--- src/rtl/register_file_sb_if.sv ---
// Operand-read, writeback and issue signals of the scoreboarded register file.
// The decode stage is the master; the register file is the slave.
interface register_file_sb_if #(
  parameter int unsigned DEPTH = 32,
  parameter int unsigned WIDTH = 32,
  parameter int unsigned NRP   = 2
);
  localparam int unsigned AW = $clog2(DEPTH);

  logic [NRP*AW-1:0]    ra;
  logic [NRP*WIDTH-1:0] rd;
  logic [NRP-1:0]       pend;
  logic                 we3;
  logic [AW-1:0]        a3;
  logic [WIDTH-1:0]     wd3;
  logic                 iss;
  logic [AW-1:0]        iss_a;

  modport master (
    output ra, we3, a3, wd3, iss, iss_a,
    input  rd, pend
  );

  modport slave (
    input  ra, we3, a3, wd3, iss, iss_a,
    output rd, pend
  );
endinterface

--- src/rtl/register_file_sb.sv ---
// Multi-read-port register file with hardwired r0 and a per-register pending scoreboard.
// Optional macro RF_BYPASS_EN: same-cycle write-through forwarding on the read ports.
module register_file_sb #(
  parameter int unsigned DEPTH = 32,
  parameter int unsigned WIDTH = 32,
  parameter int unsigned NRP   = 2
) (
  input logic               clk,
  input logic               rst_n,
  register_file_sb_if.slave bus
);
  localparam int unsigned AW = $clog2(DEPTH);

  logic [WIDTH-1:0] mem [DEPTH];
  logic [DEPTH-1:0] pend_q;

  logic wr_en_c;
  logic iss_en_c;

  // r0 is never a write or issue target
  assign wr_en_c  = bus.we3 && (bus.a3 != '0);
  assign iss_en_c = bus.iss && (bus.iss_a != '0);

  // Storage and scoreboard; issue is evaluated last so a same-edge issue keeps the bit set
  always_ff @(posedge clk or negedge rst_n) begin
    if (!rst_n) begin
      for (int unsigned i = 0; i < DEPTH; i++) begin
        mem[AW'(i)] <= '0;
      end
      pend_q <= '0;
    end else begin
      if (wr_en_c) begin
        mem[bus.a3]    <= bus.wd3;
        pend_q[bus.a3] <= 1'b0;
      end
      if (iss_en_c) begin
        pend_q[bus.iss_a] <= 1'b1;
      end
    end
  end

  logic [NRP-1:0][WIDTH-1:0] rd_c;
  logic [NRP-1:0]            pend_c;

  for (genvar p = 0; p < NRP; p++) begin : g_rd
    logic [AW-1:0] addr_c;

    assign addr_c = bus.ra[p*AW +: AW];

    always_comb begin
      rd_c[p]   = mem[addr_c];
      pend_c[p] = pend_q[addr_c];
      if (addr_c == '0) begin
        rd_c[p]   = '0;
        pend_c[p] = 1'b0;
      end
`ifdef RF_BYPASS_EN
      // Forward writeback data; a colliding issue keeps the stored pending bit visible
      else if (rst_n && wr_en_c && (addr_c == bus.a3)) begin
        rd_c[p] = bus.wd3;
        if (!(iss_en_c && (bus.iss_a == bus.a3))) begin
          pend_c[p] = 1'b0;
        end
      end
`else
      else begin
        rd_c[p]   = mem[addr_c];
        pend_c[p] = pend_q[addr_c];
      end
`endif
    end
  end

  assign bus.rd   = rd_c;
  assign bus.pend = pend_c;
endmodule
--- src/flat_wrapper.sv ---
// flat-port wrapper written by rule: the top's interface ports become plain ports
module register_file_sb_flat 
#(
  parameter int unsigned DEPTH = 32,
  parameter int unsigned WIDTH = 32,
  parameter int unsigned NRP   = 2
)
  (clk, rst_n, bus_ra, bus_we3, bus_a3, bus_wd3, bus_iss, bus_iss_a, bus_rd, bus_pend);
  register_file_sb_if #(.DEPTH(DEPTH), .WIDTH(WIDTH), .NRP(NRP)) bus_i ();
  input logic clk;
  input logic rst_n;
  input wire logic [$bits(bus_i.ra)-1:0] bus_ra;
  input wire logic [$bits(bus_i.we3)-1:0] bus_we3;
  input wire logic [$bits(bus_i.a3)-1:0] bus_a3;
  input wire logic [$bits(bus_i.wd3)-1:0] bus_wd3;
  input wire logic [$bits(bus_i.iss)-1:0] bus_iss;
  input wire logic [$bits(bus_i.iss_a)-1:0] bus_iss_a;
  output wire logic [$bits(bus_i.rd)-1:0] bus_rd;
  output wire logic [$bits(bus_i.pend)-1:0] bus_pend;
  assign bus_i.ra = bus_ra;
  assign bus_i.we3 = bus_we3;
  assign bus_i.a3 = bus_a3;
  assign bus_i.wd3 = bus_wd3;
  assign bus_i.iss = bus_iss;
  assign bus_i.iss_a = bus_iss_a;
  assign bus_rd = bus_i.rd;
  assign bus_pend = bus_i.pend;
  register_file_sb #(.DEPTH(DEPTH), .WIDTH(WIDTH), .NRP(NRP)) u_core (.clk(clk), .rst_n(rst_n), .bus(bus_i));
endmodule
--- config.mk ---
export PLATFORM = sky130hd
export DESIGN_NAME = register_file_sb_flat
export DESIGN_NICKNAME = d
export VERILOG_FILES = /design/src/rtl/register_file_sb_if.sv /design/src/rtl/register_file_sb.sv /design/src/flat_wrapper.sv
export SDC_FILE = /design/constraint.sdc
export NUM_CORES = 2
export LEC_CHECK = 0
export BUFFER_PORTS_ARGS = -buffer_cell sky130_fd_sc_hd__clkbuf_2
export CAP_MARGIN = 5
export CORE_MARGIN = 3
export CORE_UTILIZATION = 25
export DETAILED_ROUTE_END_ITERATION = 10
export GPL_TIMING_DRIVEN = 0
export SLEW_MARGIN = 40
export SYNTH_ARGS = -nofsm -noshare
export SYNTH_HDL_FRONTEND = slang
export SYNTH_SLANG_ARGS = --single-unit
--- constraint.sdc ---
create_clock -name clk -period 1.24 [get_ports clk]
set_input_delay 0 -clock clk [delete_from_list [all_inputs] [get_ports clk]]
set_output_delay 0 -clock clk [all_outputs]
set_load 0.02 [all_outputs]
Word level (Yosys, flattened, before mapping)
Cells that the tools add are included.

storage, ports and cells
  bits of input ports = 56
  output and inout bits = 66
  register bits = 1,056
  logic and storage cells = 81

operators by class
  mux-type cells = 23
  reductions and logical operators = 9
  magnitude comparators = 10
  bitwise gates (word level) = 6

operator list
  operator                                                                              number
  1024-bit bitwise mux                                                                  1
  32-bit binary-select mux with 5-bit select                                            2
  32-bit 2-to-1 mux                                                                     9
  32-bit demux with 5-bit select                                                        1
  32-bit bitwise AND                                                                    1
  32-bit NOT                                                                            1
  32-bit bitwise OR                                                                     1
  5-bit by 6-bit < comparator with 1-bit output (second input constant)                 4
  6-bit greater-or-equal comparator (second input constant)                             3
  5-bit NOT with 6-bit output                                                           3
  1-bit binary-select mux with 5-bit select                                             2
  1-bit demux with 5-bit select                                                         2
  5-bit by 1-bit greater-or-equal comparator with 1-bit output (second input constant)  2
  5-bit zero test                                                                       2
  5-bit nonzero test                                                                    2
  6-bit by 1-bit < comparator with 1-bit output (second input constant)                 1
  1-bit 2-to-1 mux                                                                      6
  1-bit logical AND                                                                     5

Depth between registers and ports, before layout
  depth in word-level cells = 9
  mapped depth = 8
  depth with buffers taken out = 4

Worst setup path before layout
Ideal clock, no wire load.

  path kind = in2out
  start point = in bus_ra[0]
  end point = out bus_rd[15]
  stages on the path = 7
  buffers on the path = 4
  data arrival time = 1.592 ns
  slack = -0.352 ns
  data required time = 1.240 ns
  cells stage by stage = buf_4 inv_1 buf_4 buf_2 buf_2 o2111ai_1 a311oi_1

on the way
  word-level cells in the longest chain between the ends = 5
  elaborated cells between the ends (all ways) = 6
  those cells by class = mux: 4; bitwise: 1; reduce/logical: 1

RTL lines
  what                                                  line                    RTL
  start: declaration                                    flat_wrapper.sv:12      input wire logic [$bits(bus_i.ra)-1:0] bus_ra;
  5-bit NOT with 6-bit output                           -
  32-bit binary-select mux with 5-bit select            -
  32-bit 2-to-1 mux (not written as such) (2 in a row)  register_file_sb.sv:67  rd_c[p] = mem[addr_c];
  32-bit 2-to-1 mux *                                   register_file_sb.sv:53  if (addr_c == '0) begin
  end: declaration                                      flat_wrapper.sv:18      output wire logic [$bits(bus_i.rd)-1:0] bus_rd;

Every way passes the cells marked *; elsewhere a longest branch is shown, timed or not. The select of a mux whose other input is x is not followed.

Worst setup path after layout
  start point = in bus_ra[0]
  end point = out bus_rd[22]

The elaborated chain is that of the path after synthesis.

==> results.json <==
{
  "setup_ws_ns": -1.31,
  "drc_errors": 0,
  "cts_max_level": 3,
  "drv_cap": 0,
  "cellPowerDensity_nw_per_um2": 1540,
  "use_met3_pct": 5.67,
  "ir_drop_mv": 1.30,
  "die_x_um": 482,
  "busiest_layer": "met2",
  "max_stage_delay_ns": 0.63,
  "violations": "negative hold slack, negative setup slack",
  "synth-seq-cells": 1056,
  "ys_dominant_reg_cell": "dfrtp_1",
  "cp-end-kind": "output pin",
  "io_pins": 122,
  "num_rows": 174,
  "synth_cell_type_count": 51,
  "skew_ns": 0,
  "die_y_um": 482,
  "synth_top_area_share_pct": 46.6,
  "clock_latency_ns": 0.74,
  "place_congestion": 0.908,
  "drt_iter0_markers": 4159,
  "synthArstFlopShare_pct": 100,
  "cp.arrival_ns": 2.55,
  "instances_no_fill": 7200,
  "fin_crit_sh_pct": 206,
  "routed_wl_um": 237000,
  "met2_usage_pct": 29.3,
  "required_ns": 1.24,
  "p_leak_nw": 29.5,
  "status": "finished, violations left",
  "synth.avg_cell_area_um2": 15.1,
  "area_delta_synth_final_pct": 25.7,
  "rsz0062_at_grt": "true",
  "core-area_um2": 225000,
  "crit_slowest_cell": "clkbuf_2",
  "path_clk_slew_ns": 0.06,
  "relSlewSlack_pct": 37.3,
  "numCtsBuffers": 115,
  "ant_nets": 0,
  "fin_crit_ns": 2.55,
  "final_common_cell": "dfrtp_1",
  "cp_cell_sequence": "buf_4 > buf_6 > or4_4 > clkbuf_2 > o21ai_2 > a311oi_4 > clkbuf_8",
  "port_buffers": 112,
  "mostFrequentLayoutCells": "dfrtp_1 (1056), mux2_2 (933), mux4_2 (462)",
  "whs_ns": -0.620,
  "wl_per_cell_um": 32.9,
  "cts.sinks": 1056,
  "cts_tree": "yes",
  "synth_cells": 3761,
  "ys_seq_area_share_pct": 46.6,
  "dr.pass1.iters": 6,
  "use_met1_pct": 26.2,
  "synth_edf_count": 0,
  "clockRootBuffer": "clkbuf_16",
  "setup_viol": 134,
  "grt_max_degree": 70,
  "synth_fp_nets": 3817,
  "grt_pass1_wl_um": 327000,
  "critPathKind": "primary input to output pin",
  "vias": 39800,
  "ys_warn_count": 0,
  "min_path_type": "primary input to async pin",
  "dieArea_um2": 232000,
  "initial_core_util_pct": 25.2,
  "hpwl_um": 162000,
  "placed_area_um2": 63000,
  "grt_pass1_vias": 40800,
  "grt.total_usage_pct": 20.0,
  "synth.cell_area_um2": 56700,
  "worst_slew_pin_slew_ns": 0.940,
  "fmax_mhz": 392,
  "start_kind": "primary input",
  "cts_buffer_depth": 3,
  "maxSlewViolCount": 0,
  "viasPerCell": 5.52,
  "hold_violations": 265,
  "final_area_um2": 71200,
  "placed_cells": 6888,
  "crit_fanout": 10,
  "nets": 4157,
  "synth_largest_area_cell": "dfrtp_1",
  "antenna_found_initial": 33,
  "overflow": 0,
  "final_layout_size_suffix_gt1_share_pct": 61.3,
  "synth.top_cells.by_area": "dfrtp_1 (47%), mux2_2 (21%), mux4_2 (18%)"
}
==> repair_timing <==
item / 4_1_cts / 5_1_grt
hold buffers: 51 / 2
setup buffers: 15 / 24
pin swaps: 139 / 73
endpoints found under the setup margin: 333 / 346
resized for setup: 525 / 189
gates cloned: 0 / 1
hold endpoints to repair: 1346 / 267
==> sequential cells by signal, summed over array words and instances, names as in the netlist <==
| signal | flops |
|---|---|
| u_core.pend_q | 32 |
| u_core.mem | 1024 |
==> synth_stat cells, drive strengths merged (15+ instances only) <==
library cell / instances
inv: 15
mux2i: 132
buf: 251
o21ai: 119
a211oi: 66
a311oi: 66
mux2: 1058
mux4: 462
clkbuf: 192
dfrtp: 1056
nand2: 49
nor2b: 75
a22oi: 66
o2111ai: 15
nor2: 16
a221oi: 51
==> kinds of logic (layout without fill, tap and decap cells) <==
kind of cell,Yosys count,in the layout,share of synthesized area [%]
flip-flops,1056,1056,46.6
AND/OR/NAND/NOR,182,182,1.92
buffers and inverters,458,891,4.43
other,0,14,0
multiplexers,1652,1652,41.7
AO/OA/AOI/OAI,413,413,5.32
==> final timing paths <==
kind	start	endpoint	slack (ns)	depth (start not counted)
min in group clk	bus_a3[3]	u_core.mem[479]	-0.02	4
setup / recovery	bus_ra[0]	bus_rd[22]	-1.31	7
setup reg to reg	u_core.mem[781]	u_core.mem[781]	0.24	3
hold reg to reg	u_core.mem[1007]	u_core.mem[1007]	0.47	1
max in group asynchronous	rst_n	u_core.mem[17]	0.26	7
hold / removal	rst_n	u_core.mem[29]	-0.62	3
==> layout make-up <==
| class | count | area, um2 |
|---|---|---|
| Fill cell | 22100 | 154000 |
| Multi-Input combinational cell | 2247 | 31300 |
| Sequential cell | 1056 | 26400 |
| Tap cell | 2992 | 3740 |
| Clock buffer | 174 | 3470 |
| Buffer | 443 | 3050 |
| Timing Repair Buffer | 223 | 2530 |
| Clock inverter | 36 | 603 |
| Inverter | 15 | 56.3 |
| Antenna cell | 14 | 35.0 |
==> power by group <==
part / switching, W / internal (W)
logic: 0.0117 / 0.0147
registers: 0.00494 / 0.0411
clock network: 0.0153 / 0.0223
==> per-stage QoR <==
stage | power (W) | util, % | setup TNS (ns) | worst slack, ns | hold slack, ns
floorplan | 0.0614 | - | -19.23 | -0.131 | -0.296
global placement | 0.0679 | 27.7 | - | -26.08 | 0.277
detailed placement | 0.0693 | 28.0 | -841.01 | -1.68 | -0.0203
CTS | 0.109 | 31.2 | -135.23 | -1.28 | -0.656
global route | 0.114 | 31.6 | -80.03 | -1.34 | -0.627
finish | 0.110 | 31.6 | -77.72 | -1.31 | -0.620
==> layer usage <==
layer | part of all wire [%] | routed length (um)
met1 | 41 | 95900
met4 | 6.7 | 15800
met3 | 9.4 | 22300
met5 | 0.11 | 250
met2 | 43 | 102000
==> worst max-delay path, delay by kind of cell <==
kind / cells / cell delay (ns)
AO/OA/AOI/OAI: 2 / 0.71
buffers and inverters: 4 / 1.46
AND/OR/NAND/NOR: 1 / 0.30
No activity file was read; power rests on OpenSTA's default activity.
